[config.mk]
export PLATFORM = sky130hd
export DESIGN_NAME = muldiv_unit
export DESIGN_NICKNAME = d
export VERILOG_FILES = /design/src/rtl/muldiv_unit.sv
export SDC_FILE = /design/constraint.sdc
export NUM_CORES = 1
export LEC_CHECK = 0
export BUFFER_PORTS_ARGS = -buffer_cell sky130_fd_sc_hd__clkbuf_2
export CAP_MARGIN = 10
export CORE_MARGIN = 2
export CORE_UTILIZATION = 50
export DETAILED_ROUTE_END_ITERATION = 6
export GPL_TIMING_DRIVEN = 0
export HOLD_SLACK_MARGIN = 0.05
export PLACE_DENSITY_LB_ADDON = 0.3
export SETUP_SLACK_MARGIN = 0.05
export SLEW_MARGIN = 40
export SYNTH_ARGS = -nofsm -noshare
export SYNTH_HDL_FRONTEND = slang
export SYNTH_SLANG_ARGS = --single-unit
export TNS_END_PERCENT = 5
[constraint.sdc]
create_clock -name clk -period 5.6 [get_ports clk]
set_clock_uncertainty 0.2 [all_clocks]
set_input_delay 0.28 -clock clk [delete_from_list [all_inputs] [get_ports clk]]
set_output_delay 0.28 -clock clk [all_outputs]
set_load 0.03 [all_outputs]
[src/rtl/muldiv_unit.sv]
// rtl/muldiv_unit.sv - iterative shift-add multiply / restoring divide engine with HI/LO result
module muldiv_unit #(
    parameter int WIDTH = 32
) (
    input  logic             clk,
    input  logic             rst,
    input  logic             start,
    input  logic             op,
    input  logic             is_signed,
    input  logic [WIDTH-1:0] x,
    input  logic [WIDTH-1:0] y,
    output logic             busy,
    output logic             done,
    output logic [WIDTH-1:0] hi,
    output logic [WIDTH-1:0] lo,
    output logic             div_by_zero
);

    localparam int CW = (WIDTH > 2) ? $clog2(WIDTH) : 1;
    localparam logic [CW-1:0] LAST = CW'(WIDTH - 1);

    typedef enum logic [1:0] {
        IDLE,
        RUN,
        FINISH
    } state_t;

    state_t state, state_d;

    logic             op_q;
    logic             sign_q;
    logic             sign_r;
    logic             dbz_q;
    logic [CW-1:0]    cnt;
    logic [WIDTH-1:0] opnd;
    logic [WIDTH-1:0] acc_hi;
    logic [WIDTH-1:0] acc_lo;

    logic             x_neg;
    logic             y_neg;
    logic             divz;
    logic [WIDTH-1:0] x_abs;
    logic [WIDTH-1:0] y_abs;
    logic [WIDTH:0]   mul_sum;
    logic [WIDTH:0]   rem_shift;
    logic [WIDTH:0]   div_diff;
    logic [2*WIDTH-1:0] prod;
    logic [2*WIDTH-1:0] prod_fix;
    logic [WIDTH-1:0] quot_fix;
    logic [WIDTH-1:0] rem_fix;

    assign x_neg = is_signed & x[WIDTH-1];
    assign y_neg = is_signed & y[WIDTH-1];
    assign x_abs = x_neg ? -x : x;
    assign y_abs = y_neg ? -y : y;
    assign divz  = op & (y == '0);

    // opnd holds the multiplicand (mul) or divisor (div); acc_lo holds multiplier or quotient
    assign mul_sum   = {1'b0, acc_hi} + (acc_lo[0] ? {1'b0, opnd} : '0);
    assign rem_shift = {acc_hi, acc_lo[WIDTH-1]};
    assign div_diff  = rem_shift - {1'b0, opnd};

    assign prod     = {acc_hi, acc_lo};
    assign prod_fix = sign_q ? -prod : prod;
    assign quot_fix = sign_q ? -acc_lo : acc_lo;
    assign rem_fix  = sign_r ? -acc_hi : acc_hi;

    assign busy = (state != IDLE);

    always_ff @(posedge clk or posedge rst) begin
        if (rst) begin
            state <= IDLE;
        end else begin
            state <= state_d;
        end
    end

    always_comb begin
        state_d = state;
        case (state)
            IDLE: begin
                if (start) begin
                    state_d = divz ? FINISH : RUN;
                end
            end
            RUN: begin
                if (cnt == LAST) begin
                    state_d = FINISH;
                end
            end
            FINISH: begin
                state_d = IDLE;
            end
            default: begin
                state_d = IDLE;
            end
        endcase
    end

    always_ff @(posedge clk or posedge rst) begin
        if (rst) begin
            op_q        <= 1'b0;
            sign_q      <= 1'b0;
            sign_r      <= 1'b0;
            dbz_q       <= 1'b0;
            cnt         <= '0;
            opnd        <= '0;
            acc_hi      <= '0;
            acc_lo      <= '0;
            done        <= 1'b0;
            hi          <= '0;
            lo          <= '0;
            div_by_zero <= 1'b0;
        end else begin
            done <= 1'b0;
            case (state)
                IDLE: begin
                    if (start) begin
                        op_q   <= op;
                        sign_q <= x_neg ^ y_neg;
                        sign_r <= x_neg;
                        dbz_q  <= divz;
                        cnt    <= '0;
                        opnd   <= op ? y_abs : x_abs;
                        acc_lo <= op ? x_abs : y_abs;
                        // divide-by-zero reports the raw dividend in hi
                        acc_hi <= divz ? x : '0;
                    end
                end
                RUN: begin
                    cnt <= cnt + 1'b1;
                    if (!op_q) begin
                        acc_hi <= mul_sum[WIDTH:1];
                        acc_lo <= {mul_sum[0], acc_lo[WIDTH-1:1]};
                    end else if (!div_diff[WIDTH]) begin
                        acc_hi <= div_diff[WIDTH-1:0];
                        acc_lo <= {acc_lo[WIDTH-2:0], 1'b1};
                    end else begin
                        acc_hi <= rem_shift[WIDTH-1:0];
                        acc_lo <= {acc_lo[WIDTH-2:0], 1'b0};
                    end
                end
                FINISH: begin
                    done        <= 1'b1;
                    div_by_zero <= dbz_q;
                    if (dbz_q) begin
                        hi <= acc_hi;
                        lo <= '1;
                    end else if (!op_q) begin
                        hi <= prod_fix[2*WIDTH-1:WIDTH];
                        lo <= prod_fix[WIDTH-1:0];
                    end else begin
                        hi <= rem_fix;
                        lo <= quot_fix;
                    end
                end
                default: begin
                end
            endcase
        end
    end

endmodule

==> results.txt <==
WHS Endpoint - acc_hi[30]
Avg Inst Size Synth - 7.789 sq um
Initial DRT Pass Iterations - 7
via count - 15,560
# Post-CTS Setup Buffers - 0
CP arrival - 5.29 ns
Comb power frac - 0.672
DRC - 3
Via-to-Cell Ratio - 6.327
number of buffers added on ports - 134
max-slew violation count - 0
crit path launch type - flop
Post-Syn Area - 14,680 sq um
Pint - 5373 uW
Core Footprint - 28,780 sq um
YS warnings - 0
clock root buffer - clkbuf_16
Clock power frac - 0.110
chip height - 175.3 um
Clock Path Buffers - 2
Final ANT Viol Nets - 0
initial antenna violation count - 0
Final Hold Fails - 0
Leak - 0.007316 uW
share of layout cells above drive strength 1 - 0.1045
Post-Syn Nets - 2,025
non-filler cells in the finished layout - 2,460
total power - 11,470 uW
GRT overflow - 0
Net Switching - 6093 uW
CP max FO - 10
failing checks - DRC
synth-to-layout area growth - 14.22%
CP endpoint kind - flop
Achievable Freq - 194.6 MHz
Clock Sinks - 173
largest net degree at the start of global routing - 78
critical path class - flop to flop
area occupied by multi-input gates - 9658 sq um
largest cells by area after synthesis - dfrtp_1 29%, a21oi_1 7.2%, o21ai_0 6.1%
initial core utilization - 0.5099
leading area contributor after synthesis - dfrtp_1
clk slew on worst S/H paths - 0.09 ns
RSZ-0062 raised after global routing - no
Synth Instances - 1,884
worst r2r path cells - 13
clock latency on the worst-skew pair - 0.46 ns
FF-to-FF Start - acc_hi[0]
total I/O pin count - 136
outcome - finished with violations
synth unique cells - 69
num rows - 62
asr flop ratio synth - 1.000
Inserted Clock Buffers - 17
CTS tree - built
# setup viols final - 0
reg-to-reg slack, setup - 0.46 ns
dpl hpwl - 41.83 mm
#FFs+latches synth - 173
EDFF count, synth - 0
sequential fraction of the synthesis area - 0.2950
post-DR wirelength/cell - 21.74 um
Antenna Cells - 0
Rel. slew slack - 0.4106
Hold Path Class - input port to flop
Worst Max-Slew Pin Slew - 0.8823 ns
DIE WIDTH - 175.3 um
max-cap viol count - 0
die area - 30,740 sq um
final critical-path share of the clock period - 0.9177
peak supply drop - 385.2 uV
GP Congestion - 0.9750
# nets final - 2,204
DP Worst Slack - 0.7741 ns
final worst slack - 0.4608 ns
switching share of power - 0.5314
Reg area - 4329 sq um
total track usage - 0.3457
filler instances - 2,740
top-area cell type share of the netlist area - 0.2950
ys flop type - dfrtp_1
Seq pwr share - 0.218
r2r endpoint - acc_hi[26]
HP Start - x[30]
beginning of the critical path - acc_hi[0]
setup TNS - 0 ns
WL final - 53.47 mm
PwrDens - 684.0 nW/um^2
initial DRC count - 1,723
Req. time, crit path - 5.75 ns
global-route wire length before repair - 82.45 mm
Cells after DPL - 2,404
fin crit period - 5.139 ns
hold-critical path depth - 4
vias in the first global route - 14,710
Hold Slack - 0.06685 ns
CTS H-tree lvls - 4
==> power by group through the flow <==
stage / logic (uW) / clock network (uW) / registers [uW]
after floorplan: 5320 / 0 / 2630
after global placement: 7360 / 0 / 2470
after detailed placement: 7480 / 0 / 2500
after CTS: 7540 / 1260 / 2470
after global routing: 8430 / 1310 / 2560
final: 7700 / 1260 / 2500
==> layer usage <==
layer  vias up  track usage  share of wire
met5         -            0              0
met4         0       0.1479          0.044
met3       154      0.05758          0.096
met2       843       0.5363           0.44
met1      7449       0.4771           0.42
li1       7118            -              -
==> sequential cells by signal, indices dropped and copies added (netlist names) <==
| signal | count |
|---|---|
| acc_hi | 32 |
| acc_lo | 32 |
| hi | 32 |
| lo | 32 |
| opnd | 32 |
| cnt | 5 |
| state | 2 |
| dbz_q | 1 |
| div_by_zero | 1 |
| done | 1 |
| op_q | 1 |
| sign_q | 1 |
| sign_r | 1 |
==> layout make-up <==
cell class / instances / share of cell area
Clock inverter: 15 / 0.01120
Sequential cell: 173 / 0.2583
Timing Repair Buffer: 160 / 0.05762
Inverter: 66 / 0.01523
Clock buffer: 17 / 0.02538
Tap cell: 384 / 0.02866
Buffer: 116 / 0.02747
Multi-Input combinational cell: 1529 / 0.5762
==> worst max-delay path, cell delays in order (launching register included) <==
cell and delay, ns:
dfrtp_1 0.61, inv_1 0.25, fa_1 0.49, nand2b_1 0.19
a21oi_1 0.22, o21ai_0 0.16, o31ai_1 0.59, o21ai_0 0.27
and3_1 0.22, clkbuf_1 0.25, nor2_2 0.60, buf_2 0.44
nand3_1 0.19, o221ai_1 0.33
==> synth_stat cells (10+ instances only) <==
cell type / count
a211oi_1: 10
a21o_1: 24
a21oi_1: 210
a222oi_1: 21
a31oi_1: 12
buf_1: 13
clkbuf_1: 94
dfrtp_1: 173
ha_1: 70
inv_1: 65
mux2i_1: 63
nand2_1: 180
nand2b_1: 21
nand3_1: 24
nand4_1: 17
nor2_1: 231
nor2b_1: 11
nor3_1: 33
nor4_1: 15
o211ai_1: 14
o21ai_0: 178
o21bai_1: 13
o31ai_1: 29
o41ai_1: 18
or2_2: 10
or3_1: 13
or4_1: 10
xnor2_1: 91
xor2_1: 78
==> how the worst max path moves through the flow <==
stage                 endpoint  slack (ns)  cells after the start
floorplan            acc_hi[0]        0.43                      1
global placement    acc_hi[10]       -1.60                      2
detailed placement  acc_hi[26]        0.77                     13
CTS                 acc_hi[26]        0.75                     13
global route        acc_hi[26]        0.34                     13
finish              acc_hi[26]        0.46                     13
==> cells in the final DEF, fill, tap and decap left out, types with 8 or more instances in the layout <==
cell type        n
dlygate4sd3_1   24
xnor2_1         91
nor3_1          33
nand2_1        180
nand4_1         17
a21oi_1        209
and3_1           9
xor2_1          78
o21bai_1        13
a21boi_0         8
buf_1           12
clkbuf_2       135
or3_1           13
dfrtp_1        173
o41ai_1         18
a21o_1          24
or2_2           10
inv_1           64
nand3_1         24
a31oi_1         12
nor2b_1         11
nand2b_1        21
or4_1           10
a211oi_1        10
o21ai_1          9
o21a_1           8
clkbuf_16       17
a222oi_1        21
and2_1           8
o22a_1           9
nor4_1          13
o31ai_1         29
ha_1            70
o21ai_0        178
nor2_1         230
o211ai_1        14
clkbuf_1        94
mux2i_1         63
==> kinds of logic (layout without fill, tap and decap cells) <==
logic type,after synthesis,count (layout),synth area share
AO/OA/AOI/OAI,612,612,0.2562
multiplexers,68,68,0.04681
AND/OR/NAND/NOR,608,608,0.1906
buffers and inverters,182,374,0.04817
adder cells (fa/ha/maj),72,72,0.06241
flip-flops,173,173,0.2950
XOR/XNOR,169,169,0.1009
==> metrics by stage <==
step	utilization	area [sq um]
after floorplan	-	14680
after global placement	0.5499	15830
after detailed placement	0.5524	15900
after CTS	0.5821	16750
after global routing	0.5824	16760
final	0.5824	16760
==> timing repair <==
item | in CTS | in global routing
endpoints found under the hold margin | 119 | 0
hold buffers | 24 | 0
gates resized for setup | 0 | 0
Note: power is estimated with default switching activity, not from simulation.
